`config.mk`:
```
export PLATFORM = sky130hd
export DESIGN_NAME = reg_file_sb
export DESIGN_NICKNAME = d
export VERILOG_FILES = /design/src/rtl/rf_pkg.sv /design/src/rtl/rf_scoreboard.sv /design/src/rtl/reg_file_sb.sv
export SDC_FILE = /design/constraint.sdc
export NUM_CORES = 1
export LEC_CHECK = 0
export CAP_MARGIN = 20
export CORE_MARGIN = 2
export CORE_UTILIZATION = 41
export CTS_CLUSTER_DIAMETER = 150
export DETAILED_ROUTE_END_ITERATION = 16
export DONT_BUFFER_PORTS = 1
export PLACE_DENSITY = 0.62
export RECOVER_POWER = 50
export SLEW_MARGIN = 20
export SYNTH_ARGS = -nofsm -noshare
export SYNTH_HDL_FRONTEND = slang
export SYNTH_SLANG_ARGS = --single-unit
```
`constraint.sdc`:
```
create_clock -name clk -period 7.65 [get_ports clk]
set_input_delay 2.295 -clock clk [delete_from_list [all_inputs] [get_ports clk]]
set_output_delay 2.295 -clock clk [all_outputs]
set_load 0.1 [all_outputs]
```
`src/rtl/rf_pkg.sv`:
```
// Shared definitions for the register file with busy scoreboard.
// Holds the default geometry, the address-width derivation and the
// scoreboard vector type for the default depth.
package rf_pkg;

  localparam int RF_WIDTH_DEF = 8;
  localparam int RF_DEPTH_DEF = 16;

  // Address width for a given register count; never narrower than one bit.
  function automatic int rf_addr_w(input int depth);
    return (depth > 1) ? $clog2(depth) : 1;
  endfunction

  typedef logic [RF_DEPTH_DEF-1:0] rf_busy_vec_t;

endpackage

```
`src/rtl/rf_scoreboard.sv`:
```
// Per-register busy scoreboard.
// Ports:
//   clk, reset        : clock, synchronous active-high reset
//   wr_en_i, wa_i     : qualified write-back (already excludes the zero register)
//   claim_en_i,
//   claim_addr_i      : claim request and its target register
//   ra1_i, ra2_i      : read addresses whose raw busy bits are reported
//   busy1_o, busy2_o  : raw busy bits for ra1_i / ra2_i (no forwarding)
//   claim_ok_o        : claim accepted this cycle
//   busy_count_o      : registered number of busy bits set
module rf_scoreboard
  import rf_pkg::*;
#(
  parameter int DEPTH    = RF_DEPTH_DEF,
  parameter bit ZERO_REG = 1'b0,
  localparam int AW      = rf_addr_w(DEPTH),
  localparam int CW      = $clog2(DEPTH + 1)
) (
  input  logic          clk,
  input  logic          reset,
  input  logic          wr_en_i,
  input  logic [AW-1:0] wa_i,
  input  logic          claim_en_i,
  input  logic [AW-1:0] claim_addr_i,
  input  logic [AW-1:0] ra1_i,
  input  logic [AW-1:0] ra2_i,
  output logic          busy1_o,
  output logic          busy2_o,
  output logic          claim_ok_o,
  output logic [CW-1:0] busy_count_o
);

  logic [DEPTH-1:0] busy_q, busy_d;
  logic [CW-1:0]    cnt_q, cnt_d;
  logic             claim_set;
  logic             rel_clr;

  always_comb begin
    claim_ok_o = claim_en_i && !busy_q[claim_addr_i];
    // The zero register acknowledges a claim but never records it.
    claim_set  = claim_ok_o && !(ZERO_REG && (claim_addr_i == '0));
    // A release only counts when it clears a set bit. If the same register
    // is also being claimed, its bit is clear (else the claim is rejected),
    // so set and clear never target the same bit at once.
    rel_clr    = wr_en_i && busy_q[wa_i];

    busy_d = busy_q;
    if (rel_clr)   busy_d[wa_i]         = 1'b0;
    // Applied after the release so that a claim wins on the same register.
    if (claim_set) busy_d[claim_addr_i] = 1'b1;

    cnt_d = cnt_q;
    if (claim_set && !rel_clr)      cnt_d = cnt_q + CW'(1);
    else if (!claim_set && rel_clr) cnt_d = cnt_q - CW'(1);
  end

  always_ff @(posedge clk) begin
    if (reset) begin
      busy_q <= '0;
      cnt_q  <= '0;
    end else begin
      busy_q <= busy_d;
      cnt_q  <= cnt_d;
    end
  end

  assign busy1_o      = busy_q[ra1_i];
  assign busy2_o      = busy_q[ra2_i];
  assign busy_count_o = cnt_q;

endmodule

```
`src/rtl/reg_file_sb.sv`:
```
// Register file with two combinational read ports, one write port,
// optional write-to-read bypass, optional hardwired zero register and a
// per-register busy scoreboard for multi-cycle operations.
// Ports:
//   clk, reset             : clock, synchronous active-high reset
//   RA1, RA2               : read addresses
//   WA, data_in,
//   write_enable           : write port; a write also releases busy[WA]
//   claim_en, claim_addr   : claim a destination register as busy
//   data_out1, data_out2   : read data
//   busy1, busy2           : read register has an outstanding claim
//   claim_ok               : claim accepted this cycle
//   busy_count             : number of busy registers
module reg_file_sb
  import rf_pkg::*;
#(
  parameter int WIDTH    = RF_WIDTH_DEF,
  parameter int DEPTH    = RF_DEPTH_DEF,
  parameter bit ZERO_REG = 1'b0,
  parameter bit BYPASS   = 1'b1,
  localparam int AW      = rf_addr_w(DEPTH),
  localparam int CW      = $clog2(DEPTH + 1)
) (
  input  logic             clk,
  input  logic             reset,
  input  logic [AW-1:0]    RA1,
  input  logic [AW-1:0]    RA2,
  input  logic [AW-1:0]    WA,
  input  logic [WIDTH-1:0] data_in,
  input  logic             write_enable,
  input  logic             claim_en,
  input  logic [AW-1:0]    claim_addr,
  output logic [WIDTH-1:0] data_out1,
  output logic [WIDTH-1:0] data_out2,
  output logic             busy1,
  output logic             busy2,
  output logic             claim_ok,
  output logic [CW-1:0]    busy_count
);

  logic [WIDTH-1:0] rf_q [DEPTH];
  logic             wr_legal;
  logic             byp1, byp2;
  logic             sb_busy1, sb_busy2;

  // Writes to the hardwired zero register are dropped entirely.
  assign wr_legal = write_enable && !(ZERO_REG && (WA == '0));
  assign byp1     = BYPASS && wr_legal && (WA == RA1);
  assign byp2     = BYPASS && wr_legal && (WA == RA2);

  always_ff @(posedge clk) begin
    if (reset) begin
      for (int i = 0; i < DEPTH; i++) rf_q[i] <= '0;
    end else if (wr_legal) begin
      rf_q[WA] <= data_in;
    end
  end

  // Zero register overrides the bypass, which overrides stored data.
  always_comb begin
    data_out1 = rf_q[RA1];
    if (byp1) data_out1 = data_in;
    if (ZERO_REG && (RA1 == '0)) data_out1 = '0;

    data_out2 = rf_q[RA2];
    if (byp2) data_out2 = data_in;
    if (ZERO_REG && (RA2 == '0)) data_out2 = '0;
  end

  rf_scoreboard #(
    .DEPTH    (DEPTH),
    .ZERO_REG (ZERO_REG)
  ) u_sb (
    .clk          (clk),
    .reset        (reset),
    .wr_en_i      (wr_legal),
    .wa_i         (WA),
    .claim_en_i   (claim_en),
    .claim_addr_i (claim_addr),
    .ra1_i        (RA1),
    .ra2_i        (RA2),
    .busy1_o      (sb_busy1),
    .busy2_o      (sb_busy2),
    .claim_ok_o   (claim_ok),
    .busy_count_o (busy_count)
  );

  // A write-back landing this cycle resolves the hazard for a forwarded read.
  assign busy1 = sb_busy1 && !byp1;
  assign busy2 = sb_busy2 && !byp2;

endmodule

```
### Word-level counts from Yosys, hierarchy flattened

Memory sizes are Yosys's and may differ from the RTL's.
Cells that the tools add are included.

* bitwise gates (word level): 3
* mux-type cells: 26
* $add $sub $neg: 2
* $lt $le $gt $ge: 6
* equal/unequal tests: 2
* reduce and logical (&&, ||, !) cells: 17

Operator list (number)
* 16-bit 2-to-1 mux: 2
* 8-bit 2-to-1 mux: 3
* 4-bit by 5-bit < comparator with 1-bit output (second input constant): 4
* 16-bit bitwise AND: 1
* 1-bit binary-select mux with 4-bit select: 4
* 16-bit NOT: 1
* 16-bit bitwise OR: 1
* 1-bit 2-to-1 mux: 12
* 1-bit logical AND: 10
* 5-bit 2-to-1 mux: 2
* 1-bit demux with 4-bit select: 2
* 4-bit == test: 2
* 4-bit by 1-bit >= comparator with 1-bit output (second input constant): 2
* 8-bit OR reduction: 1
* 5-bit by 1-bit adder with 5-bit output (second input constant): 1
* 1-bit zero test: 5
* 5-bit by 1-bit subtractor with 5-bit output (second input constant): 1
* 4-bit 2-to-1 mux: 1
* 2-bit nonzero test: 1

* bits in registers: 21
* memories kept: 1
* memory bits (writable): 128
* output and inout bits: 24

Memories
* rf_q: depth 16, bits a word 8, rd ports 2, clocked after Yosys merged registers in 0, write ports 16, line reg_file_sb.sv:41 `logic [WIDTH-1:0] rf_q [DEPTH];`

### Logic depth before layout (Yosys ltp)

Gate-level depths: netlist (run 1).

* word-level depth: 9
* depth in mapped cells: 13
* depth with buffers taken out: 11

### By module

A second synthesis (run 1) with hierarchy kept.

* cells, all modules: 630
* area, all modules: 9132.5 um^2

By module, submodules not included
* reg_file_sb: times used 1, seq. area each 3843.7 um^2, cells an instance 471, area an instance 7492.2 um^2
* rf_scoreboard: times used 1, seq. area each 420.4 um^2, cells an instance 159, area an instance 1640.3 um^2

### Least setup slack after synthesis (run 1)

No wires, ideal clock.

* path kind: in2out
* start point: input port WA[0]
* end point: output port data_out1[5]
* path slack: 66 ps
* data required time: 5355 ps
* cell stages on the path: 6
* arrival time: 5289 ps
* buffers on the path: 3
* cells stage by stage: buf_2 -> buf_2 -> xor2_1 -> nor4_4 -> buf_6 -> o21ai_0

* cells in the longest elaborated chain, start to end: 3

Ends and longest elaborated chain
* from (decl): line reg_file_sb.sv:28 `input logic [AW-1:0] WA,`
* 4-bit == test: line reg_file_sb.sv:48 `assign byp1 = BYPASS && wr_legal && (WA == RA1);`
* 1-bit logical AND: line reg_file_sb.sv:48
* 8-bit 2-to-1 mux: line reg_file_sb.sv:62 `if (byp1) data_out1 = data_in;`
* to (decl): line reg_file_sb.sv:33 `output logic [WIDTH-1:0] data_out1,`

Every way passes these cells.

### Worst setup path after layout (run 1)

* start point: input port RA2[0]
* end point: output port data_out2[7]

* cells in the longest elaborated chain, start to end: 3
* elaborated cells on any way between the ends: 4
* those cells by class: 1 x eq/ne; 1 x mux; 1 x reduce/logical; 1 x memory

Ends and longest elaborated chain
* from (decl): line reg_file_sb.sv:27 `input logic [AW-1:0] RA2,`
* branches (longest 2 deep; another with memory 16 x 8 bit)
* 8-bit 2-to-1 mux (*): line reg_file_sb.sv:66 `if (byp2) data_out2 = data_in;`
* to (decl): line reg_file_sb.sv:34 `output logic [WIDTH-1:0] data_out2,`

Mark *: on every way between the ends.

==> results, run 1 <==
- The flow ran to the end, and the final reports show no timing, DRC or antenna violations.
- The worst ir drop on vdd is 0.1714 mV.
- 52 I/O pins were placed.
- The type of origin of the critical path is a primary input.
- The kind of path behind the tightest hold check is flip-flop to flip-flop.
- The count of final max-slew check failures is 0.
- No sink is reached through more buffers than the 2 on the longest clock path.
- The total setup violations reported at the end of the flow is 0.
- The core region is 0.02176 mm^2.
- The worst setup slack before clock tree synthesis is 1217 ps.
- Once the clock tree was built, the resizer swapped 0 gates to a different size.
- The maximum operating frequency is 160.3 MHz.
- The final sum of negative setup slack is 0 ps.
- The final worst-path setup slack is 1413 ps.
- Of all flip-flops after synthesis, the portion carrying an async set or reset was 0%.
- Across the run, the number of max-cap violations was 0.
- The kind of critical path is primary input to output pin.
- The maximum number of pins on one net before global-route repair is 38.
- The H-tree depth reported by CTS is 4.
- The total setup buffers inserted after CTS is 0.
- The share of post-route cells with drive strength above 1 is 18.93%.
- The per-cell routed wire length is 24.84 um.
- For this run, the total global-route usage over all layers was measured as 20.37%.
- The signal on the critical path passes through mux4_1 -> mux2_2 -> o21ai_0 -> o21ai_2.
- The share of the Yosys chip area taken by registers is 46.96%.
- The first global-routing pass estimated 35.55 mm of wire.
- The congestion estimate from routability-driven global placement came to 0.8728.
- The cell area after technology mapping is 0.009080 mm^2.
- The synthesized design spends more area on one cell type than any other, namely edfxtp_1.
- From synthesis to final layout, the design area changed by 7.854%.
- The total leakage power is 0.003346 uW.
- Clock skew on the completed layout was measured at 6.999 ps.
- The vertical extent of the die is 152.8 um.
- The number of antenna violations at the first check in global routing came to 0.
- The number of buffers inserted by port buffering is 0.
- The internal power contribution is 1619 uW.
- The proportion of netlist area held by the largest area contributor is 42.33%.
- After the first detailed-routing iteration, the DRC count stood at 453.
- For this run, the leading register cell type out of synthesis is edfxtp_1.
- Of the total power, the clock network draws 40.9%.
- The TritonCTS buffer count is 17.
- The tree built by TritonCTS fans out to 149 sinks.
- The synthesized design contains 149 register bits.
- For this run, the detailed router's first-pass iteration total came to 5.
- Detailed placement finished with a half-perimeter wire length of 15.85 mm.
- The row count is 54.
- In the routed design, unresolved DRC markers number 0.
- The average via count per standard cell is 6.026.
- The initial core utilization is 41.74%.
- The number of global-route vias before repair is 5725.
- The total number of vias is 5634.
- In this run, post-CTS hold repair placed 0 buffers.
- Summed over all nets, the switching power comes to 604.8 uW.
- STA classifies the critical path endpoint as an output pin.
- The combined area of the multi-input logic cells is 0.004483 mm^2.
- Counting the fill cells in the layout gives 1940.
- By count the netlist is led by and2_1 (128), edfxtp_1 (128), nand2_1 (56).
- Global routing finished with a remaining overflow of 0.
- For this run, the post-layout net count is 676.
- Data on the critical path is required at its endpoint by 5360 ps.
- The switching power as a share of total power is 27.19%.
- Data on the critical path arrives at its endpoint at 3940 ps.
- When the netlist entered floorplanning its net count stood at 700.
- The clock latency on the worst-skew pair is 430 ps.
- The delay of the slowest cell on the worst path is 570 ps.
- The cell with the biggest individual delay on the critical path is mux4_1.
- Clock-pin slew was measured on the worst setup and hold paths at 60 ps.
- The buffering stage count on the worst path with inverters included is 0.
- At the pin with the least slew margin, the transition time is 1194 ps.
- The root buffer selected by CTS is clkbuf_16.
- The synthesized design contains 128 enable-type register cells.
- The count of nets left with antenna violations once routing finished came out at 0.
- The clock tree from TritonCTS is built.
- The share of the cycle needed by the critical path after routing is 81.53%.
- Combinational logic is responsible for 14.6% of the overall power.
- The cell class contributing the biggest share of worst-path delay is multiplexers.
- In the final layout, flip-flops and latches occupy 0.004264 mm^2.
- The maximum fanout encountered on the critical timing path is 37.
- Setup repair after global routing left no endpoint under its margin.
- The post-synthesis cell type count is 49.
- The power density relative to cell area is 227.1 mW/mm^2.
- The average instance in the mapped netlist occupies 13.63 um^2.
- The antenna diode count is 0.
- The die covers 0.02335 mm^2.
- The power share of the sequential group is 44.5%.
- The total number of yosys warnings is 0.
- Sorting the synthesized cells by area gives the leading types as edfxtp_1 (42%), mux4_2 (12%), mux4_1 (10%).
- For this block, the routed nets add up to 23.23 mm of wire.
- The number of failing hold endpoints at the final stage was 0.
- Subtracting the final worst setup slack from the clock period gives 6237 ps.
- After technology mapping, the gate count stands at 666.
- The worst-case headroom to the max-slew limit is 19.54%.
- The core utilization of the finished layout is 45.01%.
- The x dimension of the die is 152.8 um.
routing by layer:
| metal | GRT usage [%] | wire [um] |
|---|---|---|
| met2 | 32.71 | 11250 |
| met4 | 5.115 | 219 |
| met5 | 0 | 0 |
| met1 | 27.36 | 9862 |
| met3 | 6.067 | 1895 |
cells in the final DEF, fill, tap and decap left out, drive strengths merged, types with 5 or more instances in the layout:
cell / count
edfxtp: 128
and2: 128
mux4: 84
nand2: 56
o21ai: 46
nor2: 28
dfxtp: 21
clkbuf: 20
mux2: 17
mux2i: 17
nand3: 10
nor2b: 10
xor2: 9
a21oi: 8
a32o: 6
nand2b: 5
nor3: 5
ha: 5
bufinv: 5
inv: 5
clkinv: 5
path summary, 6_finish.rpt:
check / start / to / slack [ps] / depth (start not counted)
worst min register to register: u_sb.busy_q[7]$_SDFF_PP0_ / u_sb.busy_q[7]$_SDFF_PP0_ / 540 / 2
worst min-delay path: u_sb.busy_q[7]$_SDFF_PP0_ / u_sb.busy_q[7]$_SDFF_PP0_ / 540 / 2
worst max-delay path: RA2[0] / data_out2[7] / 1410 / 4
worst max register to register: u_sb.busy_q[3]$_SDFF_PP0_ / u_sb.busy_count_o[4]$_SDFFE_PP0P_ / 3910 / 12
worst min-delay path: cells and delay by family (launching register included):
kind	cells	cell delay, ps
flip-flops	1	350
AND/OR/NAND/NOR	2	130
area by class of cell:
type | count | area share, %
sequential | 149 | 43.54
tap | 280 | 3.577
timing repair buffer | 7 | 0.4599
multi-input combinational | 463 | 45.78
clock buffer | 17 | 4.344
clock inverter | 15 | 2.146
inverter | 4 | 0.1533
cell families (layout without fill, tap and decap cells):
family	after synthesis	count (layout)	synth area share (%)
muxes	118	118	26.31
xor gates and xnor gates	11	11	1.061
buffers and inverters	54	43	4.299
adders and majority gates	6	6	0.9095
DFF	149	149	46.96
and+or+nand+nor	259	259	16.07
AOI/OAI and AO/OA	69	69	4.396
power groups by stage:
stage	combinational, uW	sequential (uW)	clock, uW
5_1_grt	339	995	955
6_report	324	990	910
4_1_cts	325	989	916
2_1_floorplan	306	992	0
3_3_place_gp	319	1000	0
3_5_place_dp	323	1010	0
metrics by stage:
step,instance area [um^2],std cells,hold WS [ps],power [uW]
2_1_floorplan,9080,666,456.9,1298
3_3_place_gp,9163,902,506.9,1320
5_1_grt,9793,935,557.1,2290
3_5_place_dp,9163,902,524.2,1329
4_1_cts,9798,934,534.0,2230
6_report,9793,935,535.0,2224
flip-flops by register name, summed over array words and instances (netlist names):
name / count
u_sb.busy_count_o: 5
u_sb.busy_q: 16
rf_q: 128
No activity file was read; power rests on OpenSTA's default activity.
==> run 2: changes to the inputs <==
==> constraint.sdc (replaced) <==
create_clock -name clk -period 6.3 [get_ports clk]
set_input_delay 1.89 -clock clk [delete_from_list [all_inputs] [get_ports clk]]
set_output_delay 1.89 -clock clk [all_outputs]
set_load 0.1 [all_outputs]
==> run 2 against run 1 <==
  * Total power grew 19%
  * Non-clock buffer count grew 19
  * Largest power group unchanged
  * Cell area grew 0.87%
  * Die area is the same
  * Clock skew is essentially flat
  * Wire length grew 4.5%
  * Clock power grew 12%
  * Combinational power grew 28%
  * Sequential share of layout area shrank 0.38 points
  * Largest cell class unchanged
  * Hold slack gained 0.90 ps
  * Via count grew 3.6%
  * Register-to-register slack lost 1300 ps
==> results, run 2 (same netlist as run 1, synthesis figures left out) <==
- Run status: complete, no violations (unchanged).
- The post-cts sizing count is 0 (unchanged).
- The core utilization of the finished layout came to 45.40% (was 45.01%).
- The TritonCTS buffer count is 17 (unchanged).
- The layout filler cell count is 1944 (was 1940).
- The detailed-route DRC error count is 0 (unchanged).
- The count of nets after finishing was 695 (was 676).
- The row count came to 54 (unchanged).
- The power density relative to cell area is 266.8 mW/mm^2 (was 227.1 mW/mm^2).
- The type of origin of the critical path is a primary input (unchanged).
- The root buffer selected by CTS is clkbuf_16 (unchanged).
- The worst ir drop on vdd is 0.1670 mV (was 0.1714 mV).
- The clock tree from TritonCTS was built (unchanged).
- The total leakage power came to 0.003421 uW (was 0.003346 uW).
- The count of max-cap constraint violations came to 0 (unchanged).
- The cell with the biggest individual delay on the critical path was mux4_1 (unchanged).
- The total setup buffers inserted after CTS is 0 (unchanged).
- The hold-critical path depth is 2 (unchanged).
- The area of the die is 0.02335 mm^2 (unchanged).
- The count of TritonRoute iterations in the first routing pass is 5 (unchanged).
- The H-tree depth reported by CTS is 4 (unchanged).
- The data required time of the critical path is 4410 ps (was 5360 ps).
- The global placer's final weighted congestion is 0.9722 (was 0.8728).
- The number of design-rule violations left by the first detailed-router iteration is 442 (was 453).
- The maximum number of pins on one net before global-route repair is 38 (unchanged).
- The share of power burned in combinational logic is 15.7% (was 14.6%).
- The total number of vias is 5835 (was 5634).
- The floorplan core area is 0.02176 mm^2 (unchanged).
- The leftover overflow at the end of global routing is 0 (unchanged).
- Of the available clock period, the critical path in the final layout requires 84.05%.
- The combined area of the multi-input logic cells is 0.004483 mm^2 (unchanged).
- The post-detailed-route count of antenna-violating nets is 0 (unchanged).
- The kind of path behind the tightest hold check is flip-flop to flip-flop (unchanged).
- The total half-perimeter wirelength after legalization and detailed placement is 15.96 mm (was 15.85 mm).
- The maximum buffer depth of the clock tree is 2 (unchanged).
- The share of total power in the clock network came to 38.7% (was 40.9%).
- The power share of the sequential group came to 45.5% (was 44.5%).
- The sink count of the clock tree is 149 (unchanged).
- The clock-pin slew on the worst setup and hold paths was 60 ps (about the same).
- The maximum operating frequency is 188.8 MHz.
- The per-cell routed wire length is 25.45 um (was 24.84 um).
- The clock latency on the worst-skew pair is 430 ps (about the same).
- The number of buffers inserted by port buffering is 0 (unchanged).
- The switching power summed over all nets is 786.4 uW (was 604.8 uW).
- The total detailed-routing wirelength was 24.28 mm (was 23.23 mm).
- The final worst-path setup slack is 1005 ps (was 1413 ps).
- The aggregate global-route resource usage is 21.30% (was 20.37%).
- The vertical extent of the die is 152.8 um (unchanged).
- The number of failing hold endpoints at the final stage is 0 (unchanged).
- The transition time at the pin with the least slew margin is 1209 ps (was 1194 ps).
- The endpoint kind of the worst setup timing path is an output pin (unchanged).
- The final sum of negative setup slack is 0 ps (unchanged).
- The number of primary I/O pins is 52 (unchanged).
- The worst endpoint data arrival time is 3410 ps (was 3940 ps).
- The switching power as a share of total power was 29.83% (was 27.19%).
- The worst-case headroom to the max-slew limit was 18.75% (was 19.54%).
- The count of final max-slew check failures is 0 (unchanged).
- The worst clock skew is 6.848 ps (was 6.999 ps).
- The number of flip-flops under the largest register name is 128 (unchanged).
- List of cells traversed by the critical path: mux4_1 -> mux2_2 -> o21ai_0 -> o21ai_2 -> buf_4 (was mux4_1 -> mux2_2 -> o21ai_0 -> o21ai_2).
- The maximum fanout encountered on the critical timing path was 37 (unchanged).
- The worst setup slack before clock tree synthesis came to 1024 ps (was 1217 ps).
- Setup repair after global routing missed its margin: false (unchanged).
- The first-pass GRT wire length is 36.81 mm (was 35.55 mm).
- The flip-flop and latch area is 0.004264 mm^2 (unchanged).
- The delay of the slowest cell on the worst path was 580 ps (was 570 ps).
- The internal power contribution was 1849 uW (was 1619 uW).
- The placement-stage cell area is 0.009313 mm^2 (was 0.009163 mm^2).
- The total setup violations reported at the end of the flow is 0 (unchanged).
- The average via count per standard cell is 6.116 (was 6.026).
- The minimum clock period is 5295 ps.
- The cell count of the worst reg-to-reg path is 12 (unchanged).
- The antenna diode count is 0 (unchanged).
- Most used cells in the layout excluding fill and tap cells: edfxtp_1 (128), and2_0 (68), and2_1 (60) (was edfxtp_1 (128), and2_0 (74), nand2_1 (56)).
- The leading cell type in the layout, fill and taps excluded is edfxtp_1 (unchanged).
- The hold buffer count at cts is 0 (unchanged).
- The share of post-route cells with drive strength above 1 came to 21.36% (was 18.93%).
- The number of antenna violations at the first check in global routing is 0 (unchanged).
- The x dimension of the die is 152.8 um (unchanged).
- The summed area of non-filler cells in the final layout was 0.009878 mm^2 (was 0.009793 mm^2).
- The initial core utilization is 41.74% (unchanged).
- The register with the most flip-flops is rf_q (unchanged).
- The signed area change from the synthesized netlist to the final layout is 8.791% (was 7.854%).
- The number of global-route vias before repair was 5954 (was 5725).
- The kind of critical path is primary input to output pin (unchanged).
run 2: changes by cell type in the layout (fill, tap and decap cells not counted), moves of 3 or more:
cell / previous run / this run
buf_4: 3 / 22
inv_8: 0 / 3
and2_0: 74 / 68
inv_6: 1 / 5
bufinv_16: 5 / 1
o21ai_1: 21 / 18
and2_1: 54 / 60
o21ai_0: 9 / 12
run 2: critical path: cells and delay by family:
family	cells	cell delay [ps]
muxes	2	880
AOI/OAI and AO/OA	2	370
buffers and inverters	1	240
run 2: worst paths after layout:
path | start | end | slack (ps)
worst max-delay path | RA2[0] | data_out2[1] | 1000
worst min-delay path | u_sb.busy_q[0]$_SDFF_PP0_ | u_sb.busy_q[0]$_SDFF_PP0_ | 540
worst max register to register | u_sb.busy_q[15]$_SDFF_PP0_ | u_sb.busy_count_o[4]$_SDFFE_PP0P_ | 2600
worst min register to register | u_sb.busy_q[0]$_SDFF_PP0_ | u_sb.busy_q[0]$_SDFF_PP0_ | 540
run 2: through the flow:
| stage | power [uW] | cells | hold WS [ps] |
|---|---|---|---|
| floorplan | 1577 | 666 | 456.9 |
| global placement | 1625 | 922 | 502.0 |
| detailed placement | 1637 | 922 | 524.7 |
| CTS | 2648 | 954 | 528.8 |
| global route | 2718 | 954 | 570.5 |
| finish | 2636 | 954 | 535.9 |
run 2: final cells by class:
cell class | instances | area share [%]
multi-input cells | 463 | 45.38
well taps | 280 | 3.547
clock inverters | 15 | 1.621
flip-flops and latches | 149 | 43.17
repair buffers | 26 | 1.824
inverters | 4 | 0.1520
clock buffers | 17 | 4.307
run 2: power by group through the flow:
stage	sequential [uW]	clock [uW]	combinational (uW)
after floorplan	1200	0	373
after CTS	1200	1030	417
after global routing	1210	1080	436
final	1200	1020	415
after detailed placement	1220	0	417
after global placement	1210	0	411
run 2: routing by layer:
metal / global-route usage [%] / vias up / part of all wire (%)
li1: - / 2550 / -
met3: 6.209 / 33 / 7.9
met1: 27.59 / 2995 / 41
met2: 35.32 / 257 / 50
met5: 0 / - / 0
met4: 5.688 / 0 / 1.6
